File: config.mk
export PLATFORM = sky130hd
export DESIGN_NAME = light_timer_display_flat
export DESIGN_NICKNAME = d
export VERILOG_FILES = /design/src/rtl/light_timer_display_pkg.sv /design/src/rtl/light_timer_display_if.sv /design/src/rtl/light_timer_display_seg7_scan.sv /design/src/rtl/light_timer_display.sv /design/src/flat_wrapper.sv
export SDC_FILE = /design/constraint.sdc
export NUM_CORES = 1
export LEC_CHECK = 0
export ABC_AREA = 1
export CAP_MARGIN = 0
export CORE_ASPECT_RATIO = 0.6
export CORE_UTILIZATION = 45
export DETAILED_ROUTE_END_ITERATION = 8
export HOLD_SLACK_MARGIN = 0.1
export SYNTH_ARGS = -nofsm -noshare
export SYNTH_HDL_FRONTEND = slang
export SYNTH_HIERARCHICAL = 1
export SYNTH_SLANG_ARGS = --single-unit
File: constraint.sdc
create_clock -name clk -period 7.8 [get_ports clk]
set_input_delay 1.56 -clock clk [delete_from_list [all_inputs] [get_ports clk]]
set_output_delay 1.56 -clock clk [all_outputs]
set_load 0.005 [all_outputs]
File: src/rtl/light_timer_display_pkg.sv
// Shared types and constants for the two-road traffic light controller:
// phase encoding, operating modes, lamp colour codes and the 7-segment font.
package light_timer_display_pkg;

  localparam int unsigned LED_W = 3;
  localparam int unsigned SEG_W = 8;
  localparam int unsigned CD_W  = 7;

  localparam logic [LED_W-1:0] LED_RED = 3'b100;
  localparam logic [LED_W-1:0] LED_GRN = 3'b010;
  localparam logic [LED_W-1:0] LED_YEL = 3'b110;
  localparam logic [LED_W-1:0] LED_OFF = 3'b000;

  typedef enum logic [1:0] {
    PH0_MG_SR,
    PH1_MY_SR,
    PH2_MR_SG,
    PH3_MR_SY
  } phase_e;

  typedef enum logic [2:0] {
    MODE_OFF,
    MODE_ONLINE,
    MODE_PAUSE,
    MODE_NIGHT,
    MODE_RUN
  } mode_e;

  function automatic logic [LED_W-1:0] lamp_main(phase_e p);
    case (p)
      PH0_MG_SR: return LED_GRN;
      PH1_MY_SR: return LED_YEL;
      default:   return LED_RED;
    endcase
  endfunction

  function automatic logic [LED_W-1:0] lamp_sub(phase_e p);
    case (p)
      PH2_MR_SG: return LED_GRN;
      PH3_MR_SY: return LED_YEL;
      default:   return LED_RED;
    endcase
  endfunction

  // Active-low {g,f,e,d,c,b,a}; non-decimal codes blank the digit.
  function automatic logic [6:0] seg_code(logic [3:0] d);
    case (d)
      4'd0:    return 7'h40;
      4'd1:    return 7'h79;
      4'd2:    return 7'h24;
      4'd3:    return 7'h30;
      4'd4:    return 7'h19;
      4'd5:    return 7'h12;
      4'd6:    return 7'h02;
      4'd7:    return 7'h78;
      4'd8:    return 7'h00;
      4'd9:    return 7'h10;
      default: return 7'h7F;
    endcase
  endfunction

endpackage

File: src/rtl/light_timer_display_if.sv
// Mode request inputs plus lamp and display outputs of the traffic light block.
interface light_timer_display_if;
  import light_timer_display_pkg::*;

  logic             run;
  logic             busy;
  logic             night;
  logic             pause;
  logic             online;
  logic [LED_W-1:0] LED16;
  logic [LED_W-1:0] LED17;
  logic [SEG_W-1:0] SIG_C;
  logic [SEG_W-1:0] AN;

  modport master (
    output run, busy, night, pause, online,
    input  LED16, LED17, SIG_C, AN
  );

  modport slave (
    input  run, busy, night, pause, online,
    output LED16, LED17, SIG_C, AN
  );

endinterface

File: src/rtl/light_timer_display_seg7_scan.sv
// Four-digit multiplexed 7-segment driver: main tens/ones on AN[7:6],
// sub tens/ones on AN[1:0], one digit slot every SCAN_DIV cycles.
module seg7_scan
  import light_timer_display_pkg::*;
#(
  parameter int unsigned SCAN_DIV = 100_000
) (
  input  logic             clk,
  input  logic             reset,
  input  logic             enable,
  input  logic             blank,
  input  logic [3:0]       main_tens,
  input  logic [3:0]       main_ones,
  input  logic [3:0]       sub_tens,
  input  logic [3:0]       sub_ones,
  output logic [SEG_W-1:0] seg,
  output logic [SEG_W-1:0] an
);

  localparam int unsigned SW = (SCAN_DIV > 1) ? $clog2(SCAN_DIV) : 1;

  logic [SW-1:0] slot_cnt_q;
  logic [1:0]    idx_q;
  logic [3:0]    digit_c;
  logic [7:0]    anode_c;

  // Digit and anode for the slot currently being scanned.
  always_comb begin
    digit_c = main_tens;
    anode_c = 8'h7F;
    case (idx_q)
      2'd0:    begin digit_c = main_tens; anode_c = 8'h7F; end
      2'd1:    begin digit_c = main_ones; anode_c = 8'hBF; end
      2'd2:    begin digit_c = sub_tens;  anode_c = 8'hFD; end
      default: begin digit_c = sub_ones;  anode_c = 8'hFE; end
    endcase
  end

  always_ff @(posedge clk) begin
    if (reset || !enable) begin
      slot_cnt_q <= '0;
      idx_q      <= 2'd0;
      an         <= 8'hFF;
      seg        <= 8'hFF;
    end else begin
      if (slot_cnt_q == SW'(SCAN_DIV - 1)) begin
        slot_cnt_q <= '0;
        idx_q      <= idx_q + 2'd1;
      end else begin
        slot_cnt_q <= slot_cnt_q + SW'(1);
      end
      // Scanning keeps running while blanked so the slot timing never slips.
      if (blank) begin
        an  <= 8'hFF;
        seg <= 8'hFF;
      end else begin
        an  <= anode_c;
        seg <= {1'b1, seg_code(digit_c)};
      end
    end
  end

endmodule

File: src/rtl/light_timer_display.sv
// Two-road traffic light controller with per-road countdown display,
// ordinary/busy timing and night, pause, online and power-off modes.
module light_timer_display
  import light_timer_display_pkg::*;
#(
  parameter int unsigned CLK_FREQ = 100_000_000,
  parameter int unsigned SCAN_DIV = 100_000,
  parameter int unsigned G_ORD_M  = 20,
  parameter int unsigned G_ORD_S  = 15,
  parameter int unsigned G_BUSY_M = 30,
  parameter int unsigned G_BUSY_S = 10,
  parameter int unsigned Y_TIME   = 3
) (
  input logic                  clk,
  input logic                  reset,
  light_timer_display_if.slave bus
);

  localparam int unsigned TW = (CLK_FREQ > 1) ? $clog2(CLK_FREQ) : 1;

  phase_e          phase_q;
  logic [CD_W-1:0] rem_q;
  logic [TW-1:0]   tick_cnt_q;
  logic            off_q;

  mode_e           mode_c;
  logic            tick_c;
  phase_e          phase_nx_c;
  logic [TW-1:0]   cnt_inc_c;
  logic [TW-1:0]   cnt_run_c;
  logic [CD_W-1:0] main_cd_c;
  logic [CD_W-1:0] sub_cd_c;

  function automatic logic [CD_W-1:0] dur(phase_e p, logic b);
    case (p)
      PH0_MG_SR: return b ? CD_W'(G_BUSY_M) : CD_W'(G_ORD_M);
      PH2_MR_SG: return b ? CD_W'(G_BUSY_S) : CD_W'(G_ORD_S);
      default:   return CD_W'(Y_TIME);
    endcase
  endfunction

  // Mode priority: power > online > pause > night > normal (busy only picks durations).
  always_comb begin
    mode_c = MODE_RUN;
    if (!bus.run)        mode_c = MODE_OFF;
    else if (bus.online) mode_c = MODE_ONLINE;
    else if (bus.pause)  mode_c = MODE_PAUSE;
    else if (bus.night)  mode_c = MODE_NIGHT;
  end

  // The first running edge after power-off starts the second at count 0.
  assign tick_c     = (tick_cnt_q == TW'(CLK_FREQ - 1));
  assign cnt_inc_c  = tick_c ? '0 : tick_cnt_q + TW'(1);
  assign cnt_run_c  = off_q ? '0 : cnt_inc_c;
  assign phase_nx_c = phase_e'(phase_q + 2'd1);

  // A road waiting for the other's yellow also counts that yellow.
  assign main_cd_c = (phase_q == PH2_MR_SG) ? rem_q + CD_W'(Y_TIME) : rem_q;
  assign sub_cd_c  = (phase_q == PH0_MG_SR) ? rem_q + CD_W'(Y_TIME) : rem_q;

  always_ff @(posedge clk) begin
    if (reset) begin
      phase_q    <= PH0_MG_SR;
      rem_q      <= dur(PH0_MG_SR, bus.busy);
      tick_cnt_q <= '0;
      off_q      <= 1'b1;
      bus.LED16  <= LED_OFF;
      bus.LED17  <= LED_OFF;
    end else begin
      off_q <= (mode_c == MODE_OFF);
      case (mode_c)
        MODE_OFF: begin
          phase_q    <= PH0_MG_SR;
          rem_q      <= dur(PH0_MG_SR, bus.busy);
          tick_cnt_q <= '0;
          bus.LED16  <= LED_OFF;
          bus.LED17  <= LED_OFF;
        end
        MODE_ONLINE: begin
          bus.LED16 <= LED_GRN;
          bus.LED17 <= LED_RED;
        end
        MODE_NIGHT: begin
          phase_q    <= PH0_MG_SR;
          rem_q      <= dur(PH0_MG_SR, bus.busy);
          tick_cnt_q <= cnt_run_c;
          bus.LED16  <= (cnt_run_c < TW'(CLK_FREQ / 2)) ? LED_YEL : LED_OFF;
          bus.LED17  <= (cnt_run_c < TW'(CLK_FREQ / 2)) ? LED_YEL : LED_OFF;
        end
        MODE_RUN: begin
          tick_cnt_q <= cnt_run_c;
          if (off_q) begin
            phase_q   <= PH0_MG_SR;
            rem_q     <= dur(PH0_MG_SR, bus.busy);
            bus.LED16 <= lamp_main(PH0_MG_SR);
            bus.LED17 <= lamp_sub(PH0_MG_SR);
          end else if (tick_c && rem_q <= CD_W'(1)) begin
            phase_q   <= phase_nx_c;
            rem_q     <= dur(phase_nx_c, bus.busy);
            bus.LED16 <= lamp_main(phase_nx_c);
            bus.LED17 <= lamp_sub(phase_nx_c);
          end else begin
            if (tick_c) rem_q <= rem_q - CD_W'(1);
            bus.LED16 <= lamp_main(phase_q);
            bus.LED17 <= lamp_sub(phase_q);
          end
        end
        default: ; // pause: everything holds
      endcase
    end
  end

  seg7_scan #(
    .SCAN_DIV (SCAN_DIV)
  ) u_scan (
    .clk       (clk),
    .reset     (reset),
    .enable    (mode_c != MODE_OFF),
    .blank     (mode_c == MODE_NIGHT || mode_c == MODE_ONLINE),
    .main_tens (4'(main_cd_c / CD_W'(10))),
    .main_ones (4'(main_cd_c % CD_W'(10))),
    .sub_tens  (4'(sub_cd_c / CD_W'(10))),
    .sub_ones  (4'(sub_cd_c % CD_W'(10))),
    .seg       (bus.SIG_C),
    .an        (bus.AN)
  );

endmodule

File: src/flat_wrapper.sv
// flat-port wrapper written by rule: the top's interface ports become plain ports
module light_timer_display_flat import light_timer_display_pkg::*;
#(
  parameter int unsigned CLK_FREQ = 100_000_000,
  parameter int unsigned SCAN_DIV = 100_000,
  parameter int unsigned G_ORD_M  = 20,
  parameter int unsigned G_ORD_S  = 15,
  parameter int unsigned G_BUSY_M = 30,
  parameter int unsigned G_BUSY_S = 10,
  parameter int unsigned Y_TIME   = 3
)
  (clk, reset, bus_run, bus_busy, bus_night, bus_pause, bus_online, bus_LED16, bus_LED17, bus_SIG_C, bus_AN);
  light_timer_display_if bus_i ();
  input logic clk;
  input logic reset;
  input wire logic [$bits(bus_i.run)-1:0] bus_run;
  input wire logic [$bits(bus_i.busy)-1:0] bus_busy;
  input wire logic [$bits(bus_i.night)-1:0] bus_night;
  input wire logic [$bits(bus_i.pause)-1:0] bus_pause;
  input wire logic [$bits(bus_i.online)-1:0] bus_online;
  output wire logic [$bits(bus_i.LED16)-1:0] bus_LED16;
  output wire logic [$bits(bus_i.LED17)-1:0] bus_LED17;
  output wire logic [$bits(bus_i.SIG_C)-1:0] bus_SIG_C;
  output wire logic [$bits(bus_i.AN)-1:0] bus_AN;
  assign bus_i.run = bus_run;
  assign bus_i.busy = bus_busy;
  assign bus_i.night = bus_night;
  assign bus_i.pause = bus_pause;
  assign bus_i.online = bus_online;
  assign bus_LED16 = bus_i.LED16;
  assign bus_LED17 = bus_i.LED17;
  assign bus_SIG_C = bus_i.SIG_C;
  assign bus_AN = bus_i.AN;
  light_timer_display #(.CLK_FREQ(CLK_FREQ), .SCAN_DIV(SCAN_DIV), .G_ORD_M(G_ORD_M), .G_ORD_S(G_ORD_S), .G_BUSY_M(G_BUSY_M), .G_BUSY_S(G_BUSY_S), .Y_TIME(Y_TIME)) u_core (.clk(clk), .reset(reset), .bus(bus_i));
endmodule
==> results of run 1 <==
==> final cells by class <==
type / count / area [um^2] / share of cell area [%]
Inverter: 126 / 475 / 7.12
Timing Repair Buffer: 24 / 233 / 3.48
Clock inverter: 4 / 33.8 / 0.506
Tap cell: 170 / 213 / 3.18
Clock buffer: 12 / 278 / 4.16
Sequential cell: 71 / 1490 / 22.3
Multi-Input combinational cell: 753 / 3960 / 59.2
==> stage by stage <==
step	power, uW	cells	instance area (um^2)	util [%]
after floorplan	557	975	6080	-
after global placement	602	1144	6370	49.1
after detailed placement	601	1144	6370	49.1
after CTS	1040	1160	6680	51.5
after global routing	1080	1160	6680	51.5
final	1020	1160	6680	51.5
==> Yosys cell counts (all sizes together), types with 14 or more instances <==
library cell / count
ha: 25
a21oi: 40
nor2: 123
nand3: 91
nand4: 22
inv: 123
nand2: 328
o21ai: 30
buf: 14
xor2: 16
nor3: 23
dfxtp: 64
==> metal layers <==
metal,up-vias,share of wire [%],track usage (%)
met5,-,0,0
met4,0,0.56,4.62
met3,10,9.8,6.27
met2,241,33,27.8
met1,2596,57,41.4
li1,3115,-,-
==> worst max-delay path: cells and delay by family, from the launching register on <==
family,cells,cell delay (ns)
AO/OA/AOI/OAI,2,0.41
buffers and inverters,6,0.62
flip-flops,1,0.34
AND/OR/NAND/NOR,21,2.29
adder cells (fa/ha/maj),5,1.30
==> kinds of logic after synthesis <==
kind of cell	after synthesis	synth area share [%]
AND/OR/NAND/NOR	606	46.7
buffers and inverters	151	10.4
AO/OA/AOI/OAI	94	10.0
flip-flops	71	24.6
adder cells (fa/ha/maj)	25	5.16
XOR/XNOR	21	3.04
other	2	0.124
==> power by group <==
group	internal [uW]	switching (uW)	total [uW]
registers	374	6.67	381
clock network	255	174	428
logic	75.3	138	214
total	704	318	1020
==> flip-flops by register name (all words and copies together) (netlist names) <==
signal,flops
u_core/bus.LED16,2
u_core/u_scan/an,4
u_core/bus.LED17,2
u_core/tick_cnt_q,27
u_core/off_q,1
u_core/rem_q,7
u_core/u_scan/idx_q,2
u_core/u_scan/slot_cnt_q,17
u_core/phase_q,2
u_core/u_scan/seg,7
==> how the worst max path moves through the flow <==
stage	from	end	slack (ns)	cells after the start
after floorplan	u_core/rem_q[0]$_SDFFCE_PP0P_	u_core/u_scan/seg[1]$_SDFF_PP1_	3.38	36
after global placement	u_core/phase_q[0]$_SDFFE_PP0P_	u_core/u_scan/seg[1]$_SDFF_PP1_	2.81	35
after detailed placement	u_core/phase_q[0]$_SDFFE_PP0P_	u_core/u_scan/seg[1]$_SDFF_PP1_	2.81	34
after CTS	u_core/phase_q[0]$_SDFFE_PP0P_	u_core/u_scan/seg[1]$_SDFF_PP1_	2.79	34
after global routing	u_core/phase_q[0]$_SDFFE_PP0P_	u_core/u_scan/seg[5]$_SDFF_PP1_	2.21	37
final	u_core/phase_q[0]$_SDFFE_PP0P_	u_core/u_scan/seg[1]$_SDFF_PP1_	2.75	34
==> flow_summary.yaml, run 1 <==
drt:
  dr.pass1.iters: 5
  antenna_left: 0
  routed_wirelength_mm: 15.8
  initialDrtViolationCount: 501
  avgViaCountPerCell: 5.14
  drc: 0
  num_vias: 5962
  route.detailed.wl_per_inst_um: 13.6
die:
  start_util_pct: 46.7
  die-width_um: 152
  row_count: 32
  boundaryPins: 29
  dieArea_um2: 13900
  core_area_um2: 13000
  die_height_um: 91.9
hold_path:
  hold_depth: 1
  hold_start: "u_core/u_scan/slot_cnt_q[0]$_SDFF_PP0_"
  hold_crit_endpoint: "u_core/u_scan/slot_cnt_q[0]$_SDFF_PP0_"
  hold_class: "reg -> reg"
critical_path:
  critPathMaxStageDelay_ns: 0.46
  path_class: "reg -> reg"
  ff2ff_setup_slack_ns: 2.75
  required_worst_endpoint_ns: 8.08
  worstReg2RegStart: "u_core/phase_q[0]$_SDFFE_PP0P_"
  rr_endpoint: "u_core/u_scan/seg[1]$_SDFF_PP1_"
  worstSetupStartpointType: "flip-flop"
  timing.critical_path.arrival_ns: 5.34
  path_common_cell: "nand2_1"
  reg2reg_depth: 34
  critical_path.endpoint_type: "flip-flop"
  critical_path.max_fanout: 11
  critical-path-slowest-cell: "ha_1"
place:
  place.port_buffers: 21
  gp_congestion: 0.987
  dp.final_hpwl_mm: 12.4
  place_worst_setup_slack_ns: 2.81
final_layout:
  layout.nets: 1017
  layout.filler_cells: 1315
  layout_common_cells: "291 x nand2_1, 112 x nor2_1, 110 x inv_1"
  layout_commonest_cell: "nand2_1"
  syn2layout_area_growth_pct: 10.3
  post_route_cells_drive_above_1_share_pct: 11.1
  antennaDiodeCount: 0
synthesis:
  synth_enable_flop_cells: 7
  post_synthesis_register_bit_count: 71
  yosysSeqAreaShare_pct: 24.6
  synthCells: 970
  synthesis.area_um2: 6060
  yosys.area.top_type: "dfxtp_1"
  postSynth.topFlopCell: "dfxtp_1"
  postSynthAreaPerCell_um2: 6.25
  synth_largest_type_area_fraction_pct: 21.1
  synth.lib_cells_used.distinct: 54
  share_of_flip_flops_with_an_asynchronous_set_or_reset_after_synthesis_pct: 0
  synth_top_cells_by_area: "dfxtp_1 21%, nand2_1 18%, nor2_1 7.0%"
  synth_warnings: 6
cts:
  max-clock-path-buffers: 2
  cts-htree-levels: 3
  clock_sinks: 71
  ctsResizeCount: 0
  worst_skew_pair.late_latency_ns: 0.34
  cts_root_buf: "clkbuf_16"
  postCtsHoldBufs: 0
  cts_buffer_count: 9
  postcts_setup_bufs: 0
  tritoncts: "yes"
  clk_pin_slew_ns: 0.06
grt:
  grt_overflow_total: 0
  antenna_found_initial: 0
  first_global_vias: 5198
  grt_pass1_wl_mm: 26.4
  track_usage_pct: 24.2
  grt_start_max_net_pins: 33
power_and_ir_drop:
  power_density_nw_per_um2: 153
  power.ir.vdd_worst_mv: 0.103
  power.leakage_uw: 0.00288
timing:
  max_slew_margin_pct: 24.4
  maxSlewViolCount: 0
  timing.setup.tns_ns: 0
  rsz0062_at_grt: "false"
  timing.final.ws_setup_ns: 2.75
  transition_time_at_the_pin_with_the_least_slew_margin_ns: 1.13
  final-hold-violation-count: 0
  finalClockSkew_ns: 0.00766
  final.min_clock_period_ns: 5.05
  final.period_utilization_pct: 64.8
  timing.final.setup_violations: 0
  max_freq_ghz: 0.198
  hold_ws_ns: 0.450
run:
  max_cap_violations: 0
outcome:
  status: "finished, final reports clean"
No activity file was read; power rests on OpenSTA's default activity.
==> run 2, diff against run 1 <==
==> constraint.sdc (replaced) <==
create_clock -name clk -period 4.8 [get_ports clk]
set_input_delay 0.96 -clock clk [delete_from_list [all_inputs] [get_ports clk]]
set_output_delay 0.96 -clock clk [all_outputs]
set_load 0.005 [all_outputs]
==> run 2 against run 1 <==
  * Global-route usage up 0.33 points
  * Critical path depth increased by 2
  * Clock power up 56%
  * Die area did not move
  * Highest routed layer unchanged
  * Cell count rose by 2.7%
  * Maximum frequency rose by 14%
==> flow_summary.yaml, run 2 (synthesis gave the netlist of run 1 again) <==
final_layout:
  post_route_cells_drive_above_1_share_pct: 15.6
  top_register: "u_core/tick_cnt_q"
  layout_common_cells: "287 x nand2_1, 111 x nor2_1, 106 x inv_1"
  layout.filler_cells: 1294
  antennaDiodeCount: 0
  syn2layout_area_growth_pct: 15.5
  layout.nets: 1048
  largestRegisters: "u_core/tick_cnt_q x27, u_core/u_scan/slot_cnt_q x17"
  post-route-util_pct: 54.0
  number_of_flip_flops_under_the_largest_register_name: 27
  layout_commonest_cell: "nand2_1"
drt:
  route.detailed.wl_per_inst_um: 13.5
  dr.pass1.iters: 6
  antenna_left: 0
  num_vias: 6104
  initialDrtViolationCount: 566
  drc: 0
  avgViaCountPerCell: 5.13
  routed_wirelength_mm: 16.1
die:
  start_util_pct: 46.7
  die-width_um: 152
  boundaryPins: 29
  die_height_um: 91.9
  core_area_um2: 13000
  dieArea_um2: 13900
  row_count: 32
timing:
  finalClockSkew_ns: 0.0126
  max_slew_margin_pct: 39.9
  timing.final.ws_setup_ns: 0.378
  timing.setup.tns_ns: 0
  final-hold-violation-count: 0
  max_freq_ghz: 0.226
  final.min_clock_period_ns: 4.42
  hold_ws_ns: 0.453
  final.period_utilization_pct: 92.1
  maxSlewViolCount: 0
  timing.final.setup_violations: 0
  transition_time_at_the_pin_with_the_least_slew_margin_ns: 0.901
critical_path:
  timing.critical_path.arrival_ns: 4.70
  critical_path.endpoint_type: "flip-flop"
  path_class: "reg -> reg"
  critical_path_buf_inv_count: 4
  critical-path-slowest-cell: "edfxtp_1"
  required_worst_endpoint_ns: 5.08
  worstSetupStartpointType: "flip-flop"
  critical_path.max_fanout: 8
  critPathMaxStageDelay_ns: 0.53
  timing.critical_path.max_delay_family: "simple AND/OR/NAND/NOR gates"
grt:
  antenna_found_initial: 0
  use_met3_pct: 5.97
  grt_pass1_wl_mm: 26.9
  top_usage_layer: "met1"
  track_usage_pct: 24.5
  first_global_vias: 5396
  groute.layer.met1.usage_pct: 40.8
  grt_overflow_total: 0
  grt_start_max_net_pins: 33
  met2_usage_pct: 30.0
cts:
  cts_root_buf: "clkbuf_16"
  postCtsHoldBufs: 0
  max-clock-path-buffers: 2
  tritoncts: "yes"
  clock_sinks: 71
  clk_pin_slew_ns: 0.06
  cts-htree-levels: 3
  cts_buffer_count: 9
  worst_skew_pair.late_latency_ns: 0.34
power_and_ir_drop:
  power.ir.vdd_worst_mv: 0.173
  power_density_nw_per_um2: 240
  design_power_total_uw: 1680
  power.leakage_uw: 0.00304
place:
  gp_congestion: 0.969
  place.port_buffers: 21
  dp.final_hpwl_mm: 12.2
  place_worst_setup_slack_ns: -0.0223
run:
  max_cap_violations: 0
hold_path:
  hold_class: "reg -> reg"
outcome:
  status: "finished, final reports clean"
==> run 2: changes by cell type in the layout (fill, tap and decap cells not counted), moves of 2 or more <==
cell / change
buf_4: +31
clkbuf_8: -2
ha_1: -3
ha_4: +2
inv_1: -4
inv_2: +4
nand2_1: -4
nand2_2: +2
nand2_4: +2
nand3_1: -3
nand3_4: +2
==> run 2: metrics by stage <==
step / cell area, um^2 / std cells
final: 7000 / 1191
after global routing: 7000 / 1191
after CTS: 6770 / 1174
after detailed placement: 6470 / 1158
after global placement: 6470 / 1158
after floorplan: 6080 / 975
==> run 2: metal layers <==
layer / vias up / routed length, um
met5: - / 0
met4: 0 / 95
met3: 10 / 1530
met2: 222 / 5630
met1: 2677 / 8810
li1: 3195 / -
==> run 2: worst reg2reg max path, delay by kind of cell (launching register included) <==
kind	cells	cell delay, ns
AO/OA/AOI/OAI	2	0.35
adder cells (fa/ha/maj)	4	0.76
buffers and inverters	4	0.25
flip-flops	1	0.53
AND/OR/NAND/NOR	26	2.45
==> run 2: area by class of cell <==
| class | count | area [um^2] | area share [%] |
|---|---|---|---|
| Multi-Input combinational cell | 753 | 4060 | 58.0 |
| Clock inverter | 5 | 38.8 | 0.554 |
| Timing Repair Buffer | 55 | 465 | 6.65 |
| Tap cell | 170 | 213 | 3.04 |
| Inverter | 126 | 475 | 6.79 |
| Clock buffer | 11 | 254 | 3.63 |
| Sequential cell | 71 | 1490 | 21.3 |
==> run 2: worst paths after layout <==
path,startpoint,endpoint,slack [ns],cells past startpoint
min,u_core/u_scan/slot_cnt_q[0]$_SDFF_PP0_,u_core/u_scan/slot_cnt_q[0]$_SDFF_PP0_,0.45,1
max reg2reg,u_core/rem_q[4]$_SDFFCE_PP1P_,u_core/u_scan/seg[1]$_SDFF_PP1_,0.38,36
max,u_core/rem_q[4]$_SDFFCE_PP1P_,u_core/u_scan/seg[1]$_SDFF_PP1_,0.38,36
min reg2reg,u_core/u_scan/slot_cnt_q[0]$_SDFF_PP0_,u_core/u_scan/slot_cnt_q[0]$_SDFF_PP0_,0.45,1
==> run 2: repair_timing <==
item | 4_1_cts | 5_1_grt
setup endpoints to repair | 1 | 7
buffers inserted | 0 | 17
pin swaps | 0 | 14
resized for setup | 1 | 28
==> run 2: report_power, final <==
group,switching (uW),internal (uW),total (uW)
Sequential,7.95,608,616
Clock,284,385,669
Combinational,242,156,398
